<file path="src/rtl/cpu6502_pkg.sv">
// rtl/cpu6502_pkg.sv - shared CPU widths, prefetch FSM states and instruction lengths
package cpu6502_pkg;

   localparam int AW_DEFAULT = 16;
   localparam int BYTE_W = 8;
   localparam logic [15:0] RESET_PC_DEFAULT = 16'h0000;

   typedef enum logic [1:0] {
      PF_IDLE,
      PF_REQ,
      PF_DRAIN
   } pf_state_t;

   // Instruction lengths, shared with the addressing-mode decoder
   localparam logic [1:0] LEN1 = 2'd1;
   localparam logic [1:0] LEN2 = 2'd2;
   localparam logic [1:0] LEN3 = 2'd3;

   // A pop is legal when it consumes 1..3 bytes that are actually present
   function automatic logic pop_len_ok(input logic [1:0] len, input logic [6:0] avail);
      return (len >= LEN1) && (len <= LEN3) && ({5'd0, len} <= avail);
   endfunction

endpackage

</file>
<file path="src/rtl/byte_ring.sv">
// rtl/byte_ring.sv - circular byte store with 3-byte head peek and 1..3 byte pop
module byte_ring
   import cpu6502_pkg::*;
#(
   parameter int DEPTH = 16,
   localparam int PW = $clog2(DEPTH),
   localparam int CW = PW + 1
) (
   input  logic              clk,
   input  logic              rst,
   input  logic              clear,
   input  logic              push,
   input  logic [BYTE_W-1:0] push_data,
   input  logic              pop,
   input  logic [1:0]        pop_len,
   output logic [CW-1:0]     count,
   output logic [BYTE_W-1:0] byte0,
   output logic [BYTE_W-1:0] byte1,
   output logic [BYTE_W-1:0] byte2
);

   logic [BYTE_W-1:0] mem [DEPTH];
   logic [PW-1:0]     head;
   logic [PW-1:0]     tail;
   logic [CW-1:0]     pop_amt;

   assign pop_amt = pop ? CW'(pop_len) : '0;

   // Push and pop may coincide on a full ring: the pop frees the slot being written
   always_ff @(posedge clk) begin
      if (rst) begin
         head  <= '0;
         tail  <= '0;
         count <= '0;
         for (int i = 0; i < DEPTH; i++) begin
            mem[i] <= '0;
         end
      end else if (clear) begin
         head  <= '0;
         tail  <= '0;
         count <= '0;
      end else begin
         if (push) begin
            mem[tail] <= push_data;
            tail      <= tail + PW'(1);
         end
         if (pop) begin
            head <= head + PW'(pop_len);
         end
         count <= count + CW'(push) - pop_amt;
      end
   end

   assign byte0 = mem[head];
   assign byte1 = mem[head + PW'(1)];
   assign byte2 = mem[head + PW'(2)];

endmodule

</file>
<file path="src/rtl/inst_prefetch.sv">
// rtl/inst_prefetch.sv - instruction byte prefetcher feeding the decoder queue
// Optional PREFETCH_BYPASS_EN: an ack into an empty queue is visible at q_byte0 the same cycle.
module inst_prefetch
   import cpu6502_pkg::*;
#(
   parameter int DEPTH = 16,
   parameter int AW = AW_DEFAULT,
   parameter logic [AW-1:0] RESET_PC = AW'(RESET_PC_DEFAULT),
   localparam int CW = $clog2(DEPTH) + 1
) (
   input  logic              clk,
   input  logic              rst,
   input  logic              flush,
   input  logic [AW-1:0]     flush_pc,
   output logic              mem_req,
   output logic [AW-1:0]     mem_addr,
   input  logic              mem_ack,
   input  logic [BYTE_W-1:0] mem_rdata,
   output logic [CW-1:0]     q_count,
   output logic [BYTE_W-1:0] q_byte0,
   output logic [BYTE_W-1:0] q_byte1,
   output logic [BYTE_W-1:0] q_byte2,
   output logic [AW-1:0]     q_pc,
   input  logic              q_pop,
   input  logic [1:0]        q_pop_len,
   output logic              pop_err
);

   pf_state_t         state;
   pf_state_t         state_nxt;
   logic [AW-1:0]     fetch_addr;
   logic [AW-1:0]     drain_addr;
   logic [AW-1:0]     pc_r;
   logic              pop_err_r;
   logic [CW-1:0]     ring_count;
   logic [CW-1:0]     cnt_next;
   logic [BYTE_W-1:0] rb0;
   logic [BYTE_W-1:0] rb1;
   logic [BYTE_W-1:0] rb2;
   logic              ack_valid;
   logic              push_ok;
   logic              bypass;
   logic              len_ok;
   logic              pop_ok;
   logic              pop_bad;
   logic              bypass_pop;
   logic              ring_push;
   logic              ring_pop;

   // An ack only counts while our request is on the bus
   assign ack_valid = mem_ack && (state != PF_IDLE);
   assign push_ok   = ack_valid && (state == PF_REQ) && !flush;

`ifdef PREFETCH_BYPASS_EN
   assign bypass = push_ok && (ring_count == '0);
`else
   assign bypass = 1'b0;
`endif

   assign q_count    = bypass ? CW'(1) : ring_count;
   assign len_ok     = pop_len_ok(q_pop_len, 7'(q_count));
   assign pop_ok     = q_pop && !flush && len_ok;
   assign pop_bad    = q_pop && !flush && !len_ok;
   assign bypass_pop = bypass && pop_ok;
   assign ring_push  = push_ok && !bypass_pop;
   assign ring_pop   = pop_ok && !bypass_pop;
   assign cnt_next   = ring_count + CW'(ring_push) - (ring_pop ? CW'(q_pop_len) : '0);

   byte_ring #(.DEPTH(DEPTH)) u_ring (
      .clk       (clk),
      .rst       (rst),
      .clear     (flush),
      .push      (ring_push),
      .push_data (mem_rdata),
      .pop       (ring_pop),
      .pop_len   (q_pop_len),
      .count     (ring_count),
      .byte0     (rb0),
      .byte1     (rb1),
      .byte2     (rb2)
   );

   always_ff @(posedge clk) begin
      if (rst) begin
         state <= PF_IDLE;
      end else begin
         state <= state_nxt;
      end
   end

   always_comb begin
      state_nxt = state;
      case (state)
         PF_IDLE: begin
            if (flush || (cnt_next < CW'(DEPTH))) begin
               state_nxt = PF_REQ;
            end
         end
         PF_REQ: begin
            if (flush) begin
               state_nxt = ack_valid ? PF_REQ : PF_DRAIN;
            end else if (ack_valid && (cnt_next >= CW'(DEPTH))) begin
               state_nxt = PF_IDLE;
            end
         end
         PF_DRAIN: begin
            if (ack_valid) begin
               state_nxt = PF_REQ;
            end
         end
         default: state_nxt = PF_IDLE;
      endcase
   end

   // DRAIN keeps presenting the abandoned address until its ack retires it
   always_comb begin
      mem_req  = (state != PF_IDLE);
      mem_addr = (state == PF_DRAIN) ? drain_addr : fetch_addr;
   end

   always_ff @(posedge clk) begin
      if (rst) begin
         fetch_addr <= RESET_PC;
         drain_addr <= RESET_PC;
         pc_r       <= RESET_PC;
         pop_err_r  <= 1'b0;
      end else begin
         if (flush) begin
            fetch_addr <= flush_pc;
            pc_r       <= flush_pc;
            if ((state == PF_REQ) && !ack_valid) begin
               drain_addr <= fetch_addr;
            end
         end else begin
            if (push_ok) begin
               fetch_addr <= fetch_addr + AW'(1);
            end
            if (pop_ok) begin
               pc_r <= pc_r + AW'(q_pop_len);
            end
         end
         if (pop_bad) begin
            pop_err_r <= 1'b1;
         end
      end
   end

   assign q_byte0 = bypass ? mem_rdata : rb0;
   assign q_byte1 = rb1;
   assign q_byte2 = rb2;
   assign q_pc    = pc_r;
   assign pop_err = pop_err_r;

endmodule

</file>
<file path="config.mk">
export PLATFORM = sky130hd
export DESIGN_NAME = inst_prefetch
export DESIGN_NICKNAME = d
export VERILOG_FILES = /design/src/rtl/cpu6502_pkg.sv /design/src/rtl/byte_ring.sv /design/src/rtl/inst_prefetch.sv
export SDC_FILE = /design/constraint.sdc
export NUM_CORES = 1
export LEC_CHECK = 0
export CAP_MARGIN = 20
export CORE_UTILIZATION = 45
export DETAILED_ROUTE_END_ITERATION = 10
export PLACE_DENSITY_LB_ADDON = 0.08
export SYNTH_ARGS = -nofsm -noshare
export SYNTH_HDL_FRONTEND = slang
export SYNTH_HIERARCHICAL = 1
export SYNTH_SLANG_ARGS = --single-unit
</file>
<file path="constraint.sdc">
create_clock -name clk -period 8.8 [get_ports clk]
set_input_delay 2.2 -clock clk [delete_from_list [all_inputs] [get_ports clk]]
set_output_delay 2.2 -clock clk [all_outputs]
set_load 0.01 [all_outputs]
</file>
==> results.toml, run 1 <==
[outcome]
outcome = "completed"

[cells_and_area]
instances_no_fill = 1371
finish.utilization_pct = 53.2
design_area_sq_um = 13500
drive_gt1_share_pct = 17.8
area_delta_synth_final_pct = 14.6
finalNetCount = 1087

[sta]
hold_violations = 0
setup_viol = 0
maxSlewViolCount = 0
setup-tns-final_ns = 0
rsz0062_at_grt = "false"
min_period_ns = 6.06
worstMarginPinSlew_ns = 0.893
setup_ws_ns = 2.74
period_share_pct = 68.9
fin_worst_skew_ns = 0.0132
maxSlewHeadroom_pct = 40.0
max_freq_mhz = 165

[setup_path]
crit_path_end_kind = "output port"
r2r_setup_slack_ns = 5.08
crit_path_start_kind = "flop"
r2r_end = "u_ring/count[4]"
required_ns = 6.60
cp_max_fo = 15
timing_worst_setup_path_type = "flop to output port"
cp_data_arrival_time_ns = 3.86
reg2reg_from = "u_ring/count[1]"
rr_worst_depth = 15

[routing]
drtIter0Drc = 884
ant_nets = 0
drc = 0
vias = 8245
viasPerCell = 6.01
wl_per_cell_microns = 23.1
drt_pass1_iterations = 5
wl_microns = 31600

[placed_design]
postPlaceCellArea_sq_um = 13000
gp_congestion = 0.798
place_inst = 1337
hpwlAfterDp_microns = 22200
port_buffers = 93
place_ws_ns = 2.60

[clocking]
cts_hold_buf = 0
post_cts_buffers = 0
clk_latency_ns = 0.43
root_buffer = "clkbuf_16"
cts-buffers-inserted = 17
clk_pin_slew_ns = 0.08
clockBufferDepth = 2
cts_htree_levels = 4
cts_resized = 0
cts_tree = "done"
cts.sinks = 196

[power_and_ir_drop]
powerDensity_nw_per_um2 = 155
ir_drop_uv = 121
p_leak_uw = 0.00466

[global_route]
antenna_found_initial = 1
grt_pass1_vias = 7931
grt_use_total_pct = 24.3
grt_first_pass_wirelength_microns = 47600
grt_max_degree = 72
grt_overflow = 0

[synthesis]
synth.distinct_cells = 60
synthFlopType = "edfxtp_1"
syn_inst = 963
synth.avg_cell_area_sq_um = 12.3
ys_ff_latch = 196
synth_warnings = 6
ys_async_sr_fraction_pct = 0
synth_area_sq_um = 11800
synth_nets = 1023
yosysSeqAreaShare_pct = 44.0
synth_edf_count = 128

[floorplanning]
die_height_microns = 164
rows = 58
die_w_microns = 164
die_area_sq_um = 26900
core_area_sq_um = 25500
initial_core_util_pct = 46.4
pin_count = 94

[hold_path]
hp-class = "flop to flop"
min_to = "drain_addr[13]"
worstHoldPathCells = 2
hp-start = "drain_addr[13]"

[job]
max_cap_viol_count = 0
[how the worst max path moves through the flow]
stage                    from               to  slack (ns)  cells past startpoint
3_5_place_dp     q_pop_len[1]  u_ring/count[4]        2.60                     15
4_1_cts        u_ring/head[2]       q_byte2[2]        2.66                      7
5_1_grt        u_ring/head[2]       q_byte2[2]        2.53                      7
6_report       u_ring/head[2]       q_byte2[2]        2.74                      7
3_3_place_gp     q_pop_len[1]  u_ring/count[4]        2.67                     15
2_1_floorplan    q_pop_len[1]  u_ring/count[4]        3.79                     15
[layer usage]
layer / global-route usage, % / routed length, microns / vias to the layer above
met4: 6.82 / 612 / 0
li1: - / - / 3756
met5: 0 / 0 / -
met3: 4.49 / 1850 / 37
met1: 34.3 / 14400 / 4176
met2: 38.3 / 14800 / 276
[registers in the layout, summed over array words and instances, names as in the netlist, named ones only]
name          count
u_ring/mem      128
u_ring/tail       4
u_ring/head       4
state             2
pop_err           1
fetch_addr       16
u_ring/count      5
drain_addr       16
q_pc             16
[layout make-up]
| cell class | count | area [sq um] |
|---|---|---|
| inverters | 31 | 116 |
| clock inverters | 13 | 108 |
| repair buffers | 109 | 1060 |
| clock buffers | 19 | 454 |
| fillers | 2189 | 11900 |
| multi-input cells | 672 | 6190 |
| flip-flops and latches | 196 | 5210 |
| well taps | 330 | 413 |
| diodes | 1 | 2.50 |
[where the power goes]
group	internal (uW)	switching, uW
combinational	144	143
clock	388	371
sequential	1020	41.7
total	1550	556
[critical path: stages (launching register included)]
cell             delay, ns
dfxtp_1               0.43
ha_1                  0.88
buf_4                 0.42
mux4_2                0.53
nor2b_1               0.14
a211oi_1              0.40
a21oi_1               0.11
clkdlybuf4s50_1       0.50
[metrics by stage]
stage | power [uW] | hold slack [ns]
final | 2100 | 0.453
after global routing | 2180 | 0.474
after CTS | 2120 | 0.456
after detailed placement | 1370 | 0.445
after global placement | 1360 | 0.438
after floorplan | 1240 | 0.433
[synthesized netlist by cell type, drive strengths merged, types with 3 or more instances]
master    n  area, sq um
mux4    106         2440
nand2b    3         18.8
clkbuf   33          124
nand3b    7         52.6
dfxtp    68         1360
fa        3         60.1
nand4     8         50.1
nor2     39          146
or2      18          113
mux2i    19          190
nor3b     9         67.6
buf      31          206
nand3    15         75.1
and3      4         25.0
or3       8         51.3
a21o      3         22.5
a311oi    5         43.8
a211oi   14          105
and2    134          838
nand4b    3         26.3
nand2    75          282
a31oi    15         93.8
xor2     13          140
edfxtp  128         3840
xnor2    16          148
inv      31          116
a21oi    45          225
o21ai    12         60.1
nor3     17         85.1
o311ai    3         26.3
ha       26          325
nor2b    15          101
mux2     16          180
[logic make-up after synthesis]
logic type / synth area share [%]
compound gates: 5.89
mux: 23.8
flops: 44.0
fa+ha+maj: 3.26
simple gates: 16.9
buf+inv: 3.78
xor+xnor: 2.43
[layout by cell type, fill, tap and decap left out, types with 16 or more instances in the layout]
| cell type | n |
|---|---|
| and2_1 | 134 |
| edfxtp_1 | 128 |
| clkdlybuf4s50_1 | 92 |
| mux4_2 | 92 |
| nand2_1 | 75 |
| dfxtp_1 | 66 |
| a21oi_1 | 45 |
| nor2_1 | 39 |
| inv_1 | 30 |
| ha_1 | 26 |
| mux2i_1 | 19 |
| or2_2 | 18 |
| clkbuf_16 | 18 |
| nor3_1 | 17 |
| mux2_2 | 16 |
Note: power is estimated with default switching activity, not from simulation.
==> run 2, diff against run 1 <==
clock period = 4.9 ns   (was 8.8 ns; I/O delays follow)
==> run 2 against run 1 <==
Clock skew rose by 0.0016 ns. Critical path depth decreased by 1. Sequential share of layout area fell by 0.50 points. Core utilization is 0.71 points higher. Total power rose by 82%. Setup slack got worse by 2.4 ns. Clock-buffer cell count decreased by 2. Wire length down 1.0%. Die area unchanged. Register-to-register slack lost 3.4 ns. Cell area rose by 1.3%. Flip-flop and latch count did not move. Critical endpoint is now q_byte2[0].
==> results.toml, run 2 (synthesized netlist as in run 1, its figures left out) <==
[setup_path]
timing_worst_setup_path_type = "flop to output port"
cp_slowest_cell = "ha_1"
reg2reg_from = "u_ring/count[1]"
r2r_setup_slack_ns = 1.70
path_cells = "ha_1, mux4_2, nor2b_1, a211oi_1, a21oi_1, clkdlybuf4s50_1"
crit_path_end_kind = "output port"
cp_max_fo = 10
r2r_end = "u_ring/count[4]"
crit_path_start_kind = "flop"
rr_worst_depth = 14
required_ns = 3.67
cp_data_arrival_time_ns = 3.32
critPathMaxStageDelay_ns = 0.75

[floorplanning]
die_w_microns = 164
die_height_microns = 164
core_area_sq_um = 25500
rows = 58
initial_core_util_pct = 46.4
die_area_sq_um = 26900
pin_count = 94

[hold_path]
hp-start = "drain_addr[11]"
min_to = "drain_addr[11]"
worstHoldPathCells = 2
hp-class = "flop to flop"

[placed_design]
hpwlAfterDp_microns = 22400
gp_congestion = 0.845
port_buffers = 93
place_ws_ns = 0.515

[sta]
whs_ns = 0.455
setup_viol = 0
setup_ws_ns = 0.353
hold_violations = 0
max_freq_mhz = 220
worstMarginPinSlew_ns = 0.843
period_share_pct = 92.8
min_period_ns = 4.55
rsz0062_at_grt = "false"
fin_worst_skew_ns = 0.0148
setup-tns-final_ns = 0
maxSlewHeadroom_pct = 43.5
maxSlewViolCount = 0

[power_and_ir_drop]
p_int_uw = 2770
switching_share_pct = 27.5
powerDensity_nw_per_um2 = 278
ir_drop_uv = 222
pwr-share-clk_pct = 36.6
p_leak_uw = 0.00477
switchingPower_uw = 1050
power_uw = 3820
pwr-share-seq_pct = 49.7
p_comb_share_pct = 13.6

[routing]
vias = 8220
wl_per_cell_microns = 22.5
drt_pass1_iterations = 7
drc = 0
viasPerCell = 5.92
drtIter0Drc = 858
wl_microns = 31300
ant_nets = 0

[clocking]
clk_latency_ns = 0.45
clk_pin_slew_ns = 0.08
post_cts_buffers = 0
root_buffer = "clkbuf_16"
cts_htree_levels = 4
cts.sinks = 196
cts_tree = "done"
cts_hold_buf = 0
clockBufferDepth = 2
cts-buffers-inserted = 17
cts_resized = 0

[cells_and_area]
regMostFlops = "u_ring/mem"
drive_gt1_share_pct = 19.3
area_delta_synth_final_pct = 16.1
largest_register_ff_count = 128
final_cell_mix = "and2_1 (134), edfxtp_1 (128), clkdlybuf4s50_1 (92), mux4_2 (92), nand2_1 (75)"
layout_commonest_cell = "and2_1"
finalNetCount = 1105

[global_route]
grt_max_degree = 79
grt_pass1_vias = 7915
grt_first_pass_wirelength_microns = 47900
grt_overflow = 0
antenna_found_initial = 1
grt_use_total_pct = 24.3

[job]
max_cap_viol_count = 0

[outcome]
outcome = "completed"
run 2: worst max-delay path: cells and delay by family (launching register included):
kind,cells,cell delay [ns]
fa+ha+maj,1,0.75
buf+inv,1,0.50
mux,1,0.57
flops,1,0.44
compound gates,2,0.48
simple gates,1,0.14
run 2: area by class of cell:
cell class | count | area, sq um
timing repair buffer | 127 | 1220
fill | 2175 | 11700
antenna | 1 | 2.50
tap | 330 | 413
clock inverter | 15 | 155
sequential | 196 | 5210
clock buffer | 17 | 425
inverter | 31 | 116
multi-input combinational | 672 | 6190
run 2: how the worst max path moves through the flow:
| stage | endpoint | slack, ns | from | cells past startpoint |
|---|---|---|---|---|
| floorplan | u_ring/count[4] | 0.86 | q_pop_len[1] | 15 |
| global placement | u_ring/count[4] | 0.55 | q_pop_len[1] | 14 |
| detailed placement | u_ring/count[4] | 0.51 | q_pop_len[1] | 14 |
| CTS | q_byte2[0] | 0.29 | u_ring/head[2] | 6 |
| global route | q_byte2[5] | 0.13 | u_ring/head[2] | 7 |
| finish | q_byte2[0] | 0.35 | u_ring/head[2] | 6 |
run 2: per-stage QoR:
| step | util, % | cells | cell area, sq um |
|---|---|---|---|
| after floorplan | - | 963 | 11800 |
| after global placement | 51.6 | 1356 | 13100 |
| after detailed placement | 51.6 | 1356 | 13100 |
| after CTS | 53.9 | 1388 | 13700 |
| after global routing | 53.9 | 1389 | 13700 |
| final | 53.9 | 1389 | 13700 |
run 2: layer usage:
| layer | track usage [%] | wire, microns | up-vias |
|---|---|---|---|
| met5 | 0 | 0 | - |
| met4 | 7.58 | 673 | 0 |
| met3 | 3.69 | 1560 | 43 |
| met2 | 37.7 | 14500 | 274 |
| met1 | 35.2 | 14500 | 4116 |
| li1 | - | - | 3787 |
run 2: power by group through the flow:
stage               clock network (uW)  logic [uW]  registers (uW)
floorplan                            0         321            1910
global placement                     0         519            1930
detailed placement                   0         523            1930
CTS                               1430         526            1900
global route                      1480         565            1910
finish                            1400         521            1900
==> run 3, diff against run 2 <==
SLEW_MARGIN = 15   (was default)
==> results of run 3 <==
Final layout, timing and power as in run 2 (identical DEF).
==> variant 1, RTL diff (config.mk and constraints of run 1) <==
`BYTE_W`: 8 -> 12.
--- a/src/rtl/cpu6502_pkg.sv
+++ b/src/rtl/cpu6502_pkg.sv
@@ -4,3 +4,3 @@
    localparam int AW_DEFAULT = 16;
-   localparam int BYTE_W = 8;
+   localparam int BYTE_W = 12;
    localparam logic [15:0] RESET_PC_DEFAULT = 16'h0000;
Ports: changed (resized mem_rdata, q_byte0, q_byte1 and q_byte2); port bits go from 94 to 110. No check against the original RTL was run, so the function may have changed too.
==> variant 1 against run 1 <==
Critical endpoint is now q_byte1[3]; area after synthesis grew 31%; total power grew 45%; first-iteration DRC count grew 1.1%; sequential cell count grew 64; combinational power grew 22%; worst setup slack lost 250 ps; largest power group unchanged; routed wire length grew 44%; design area grew 33%.
==> variant 1: results <==
metrics = {
    "outcome": {
        "status": "finished, final reports clean",
    },
    "place": {
        "numPortBuffers": 109,
        "post-place-ws_ps": 2542,
        "place_hpwl_um": 29780,
        "gp_congestion": 0.8287,
    },
    "sta": {
        "clock_skew_ps": 24.88,
        "tightest_slew_ps": 1056,
    },
    "grt": {
        "grt_start_max_net_pins": 73,
        "antenna_found_initial": 0,
        "grt_pass1_vias": 10820,
        "grt_pass1_wl_um": 68110,
    },
    "critical_path": {
        "arrival_ps": 4110,
        "critPathSlowestCell": "ha_2",
        "cp_max_fo": 34,
        "critPathTopFamily": "adder cells",
        "cp_slowest_stage_delay_ps": 940,
    },
    "clock_tree": {
        "cts_max_path_buffers": 3,
        "path_clk_slew_ps": 60,
        "h-tree-depth": 1,
        "cts_buffers": 31,
    },
    "route": {
        "drt-wirelength-per-cell_um": 25.57,
        "vias_per_cell": 6.036,
        "drt_first_iter_violations": 894,
    },
    "logic_synthesis": {
        "ys_seq_area_share_pct": 45.88,
        "synth-edff-count": 192,
    },
    "layout": {
        "nFillCells": 2869,
        "layout-drive-gt1-share_pct": 19.43,
        "nNetsFinal": 1367,
    },
}
==> variant 1: layout make-up <==
type / instances / area [µm²] / share of cell area, %
well taps: 448 / 560.5 / 3.109
flip-flops and latches: 260 / 7136 / 39.57
clock buffers: 39 / 879.6 / 4.878
clock inverters: 19 / 152.6 / 0.8465
repair buffers: 141 / 1350 / 7.487
diodes: 2 / 5.005 / 0.02775
inverters: 31 / 116.4 / 0.6453
multi-input cells: 838 / 7833 / 43.44
==> variant 1: how the worst max path moves through the flow <==
stage	from	to	slack, ps
final	u_ring/head[0]	q_byte1[3]	2490
after global routing	u_ring/head[0]	q_byte1[10]	2290
after CTS	u_ring/head[0]	q_byte1[7]	2440
after detailed placement	q_pop_len[1]	u_ring/count[4]	2540
after global placement	q_pop_len[1]	u_ring/count[4]	2670
after floorplan	q_pop_len[1]	u_ring/count[4]	3790
==> variant 1: report_power, final <==
group | switching (mW) | internal, mW
Clock | 0.525 | 0.764
Combinational | 0.180 | 0.171
Sequential | 0.0488 | 1.36
Total | 0.754 | 2.30
==> variant 1: tightest hold or removal path: cells and delay by family (launching register included) <==
| family | cells | cell delay [ps] |
|---|---|---|
| DFF | 1 | 310 |
| and+or+nand+nor | 1 | 50 |
| AOI/OAI and AO/OA | 1 | 50 |
==> variant 1: kinds of logic (layout without fill, tap and decap cells) <==
family / Yosys count / count (layout) / synth area share (%)
and+or+nand+nor: 443 / 443 / 15.58
DFF: 260 / 260 / 45.88
muxes: 183 / 183 / 23.91
AOI/OAI and AO/OA: 155 / 155 / 6.629
buffers and inverters: 126 / 230 / 3.842
adders and majority gates: 29 / 29 / 2.481
xor gates and xnor gates: 28 / 28 / 1.675
other: 0 / 2 / 0
==> variant 1: routing by layer <==
layer	part of all wire, %	wire length [µm]	global-route usage, %	up-vias
li1	-	-	-	4806
met1	42	19060	34.64	5411
met2	49	22090	43.29	431
met3	6.6	2985	4.118	84
met4	2.9	1319	7.661	0
met5	0	0	0	-
==> variant 2, RTL diff (settings of run 1) <==
Without the edit above. Encoding of `pf_state_t`: now one-hot (3 bits for 3 states).
--- a/src/rtl/cpu6502_pkg.sv
+++ b/src/rtl/cpu6502_pkg.sv
@@ -7,6 +7,6 @@
 
-   typedef enum logic [1:0] {
-      PF_IDLE,
-      PF_REQ,
-      PF_DRAIN
+   typedef enum logic [2:0] {
+      PF_IDLE  = 3'b001,
+      PF_REQ   = 3'b010,
+      PF_DRAIN = 3'b100
    } pf_state_t;
Check against the original RTL: no difference found for any inputs over 4 cycles, from zero or initial values and one cycle with rst high; so few cycles prove little.
==> variant 2 against run 1 <==
The flow now finishes with violations (design-rule violations); total power grew 2.9%; design area is 1.4% higher; sequential cell count rose by 1; hold slack lost 2.8 ps; routed wire length grew 1.8%; critical endpoint is now q_byte1[7]; utilization shrank 0.77 points; area after synthesis rose by 2.1%; die area rose by 2.1%; worst setup slack lost 15 ps.
==> variant 2: results <==
metrics = {
    "place": {
        "dp_cells": 1349,
        "gp_congestion": 0.8542,
        "numPortBuffers": 93,
        "placed_area_um2": 13140,
        "post-place-ws_ps": 2419,
        "place_hpwl_um": 23230,
    },
    "logic_synthesis": {
        "ys_warn_count": 6,
        "synth-edff-count": 128,
        "yosys-top-cells-area": "edfxtp_1 32%, mux4_2 17%, dfxtp_1 11%",
        "synthCells": 982,
        "synth_cell_type_count": 65,
        "async_flop_share_pct": 0,
        "ys_seq_area_share_pct": 43.25,
        "syn_nets": 1042,
        "synth.top_cells.by_count": "137 x and2_1, 128 x edfxtp_1, 92 x mux4_2",
    },
    "grt": {
        "track_usage_pct": 23.76,
        "grt_start_max_net_pins": 55,
        "grt_pass1_vias": 8087,
        "grt_pass1_wl_um": 49700,
        "antenna_found_initial": 0,
    },
    "clock_tree": {
        "cts_setup_buffers": 0,
        "insertion_delay_ps": 440,
        "ctsResizeCount": 0,
        "cts_root_buf": "clkbuf_16",
        "cts_max_path_buffers": 2,
        "h-tree-depth": 4,
    },
    "route": {
        "firstDrtPassIters": 8,
        "drt_first_iter_violations": 640,
        "wl_um": 32190,
        "drcViolationCount": 5,
        "vias_per_cell": 6.025,
    },
    "layout": {
        "layoutNonFillerInstCount": 1382,
        "largest-register": "u_ring/mem",
        "nNetsFinal": 1094,
        "antenna_cells": 0,
        "layout-drive-gt1-share_pct": 16.91,
    },
    "sta": {
        "relSlewSlack_pct": 36.77,
        "clock_skew_ps": 22.13,
    },
    "critical_path": {
        "cp_max_fo": 26,
        "arrival_ps": 3880,
    },
    "outcome": {
        "status": "finished, violations left",
        "violations": "design-rule violations",
    },
    "pwr": {
        "peakVddDrop_mv": 0.1179,
        "swShare_pct": 27.72,
        "p_leak_nw": 4.582,
    },
}
[variant 2: changes by cell type in the layout (fill, tap and decap cells not counted), sizes merged, moves of 9 or more]
cell | before | now
o31a | 1 | 21
a21oi | 45 | 36
a31oi | 15 | 4
o21a | 2 | 13
nor4 | 1 | 13
nand2 | 75 | 55
[variant 2: cell families (layout without fill, tap and decap cells)]
| kind of cell | count (synthesis) | count (layout) | synth area share [%] |
|---|---|---|---|
| xor gates and xnor gates | 22 | 22 | 1.875 |
| DFF | 197 | 197 | 43.25 |
| AOI/OAI and AO/OA | 129 | 129 | 7.354 |
| and+or+nand+nor | 367 | 367 | 17.19 |
| muxes | 141 | 141 | 23.26 |
| adders and majority gates | 29 | 29 | 3.190 |
| buffers and inverters | 97 | 162 | 3.874 |
[variant 2: final timing paths]
path | from | end | slack (ps) | depth (start not counted)
max | u_ring/head[0] | q_byte1[7] | 2720 | 6
min | pop_err | pop_err | 450 | 2
min reg2reg | pop_err | pop_err | 450 | 2
max reg2reg | u_ring/count[1] | u_ring/count[4] | 4850 | 14
[variant 2: power groups by stage]
stage / logic (mW) / clock network, mW / registers, mW
final: 0.331 / 0.756 / 1.08
after CTS: 0.331 / 0.771 / 1.08
after floorplan: 0.220 / 0 / 1.08
after detailed placement: 0.329 / 0 / 1.10
after global routing: 0.358 / 0.808 / 1.09
after global placement: 0.327 / 0 / 1.10
[variant 2: layer usage]
metal  track usage, %  vias to the layer above  share of wire [%]
met3            3.885                       23                4.4
met2            41.45                      247                 50
met5                0                        -                  0
met1            31.00                     4202                 44
li1                 -                     3855                  -
met4            5.607                        0                1.6
[variant 2: final cells by class]
type	instances	area, µm²
Fill cell	2235	12470
Multi-Input combinational cell	688	6387
Sequential cell	197	5230
Timing Repair Buffer	104	1033
Clock buffer	17	425.4
Tap cell	335	419.2
Clock inverter	15	143.9
Inverter	26	97.59
[variant 2: worst max-delay path: stages, from the launching register on]
cell and delay, ps:
dfxtp_4 650, ha_1 680, buf_4 510, mux4_2 570
o32ai_1 370, a21oi_1 150, clkdlybuf4s50_1 510
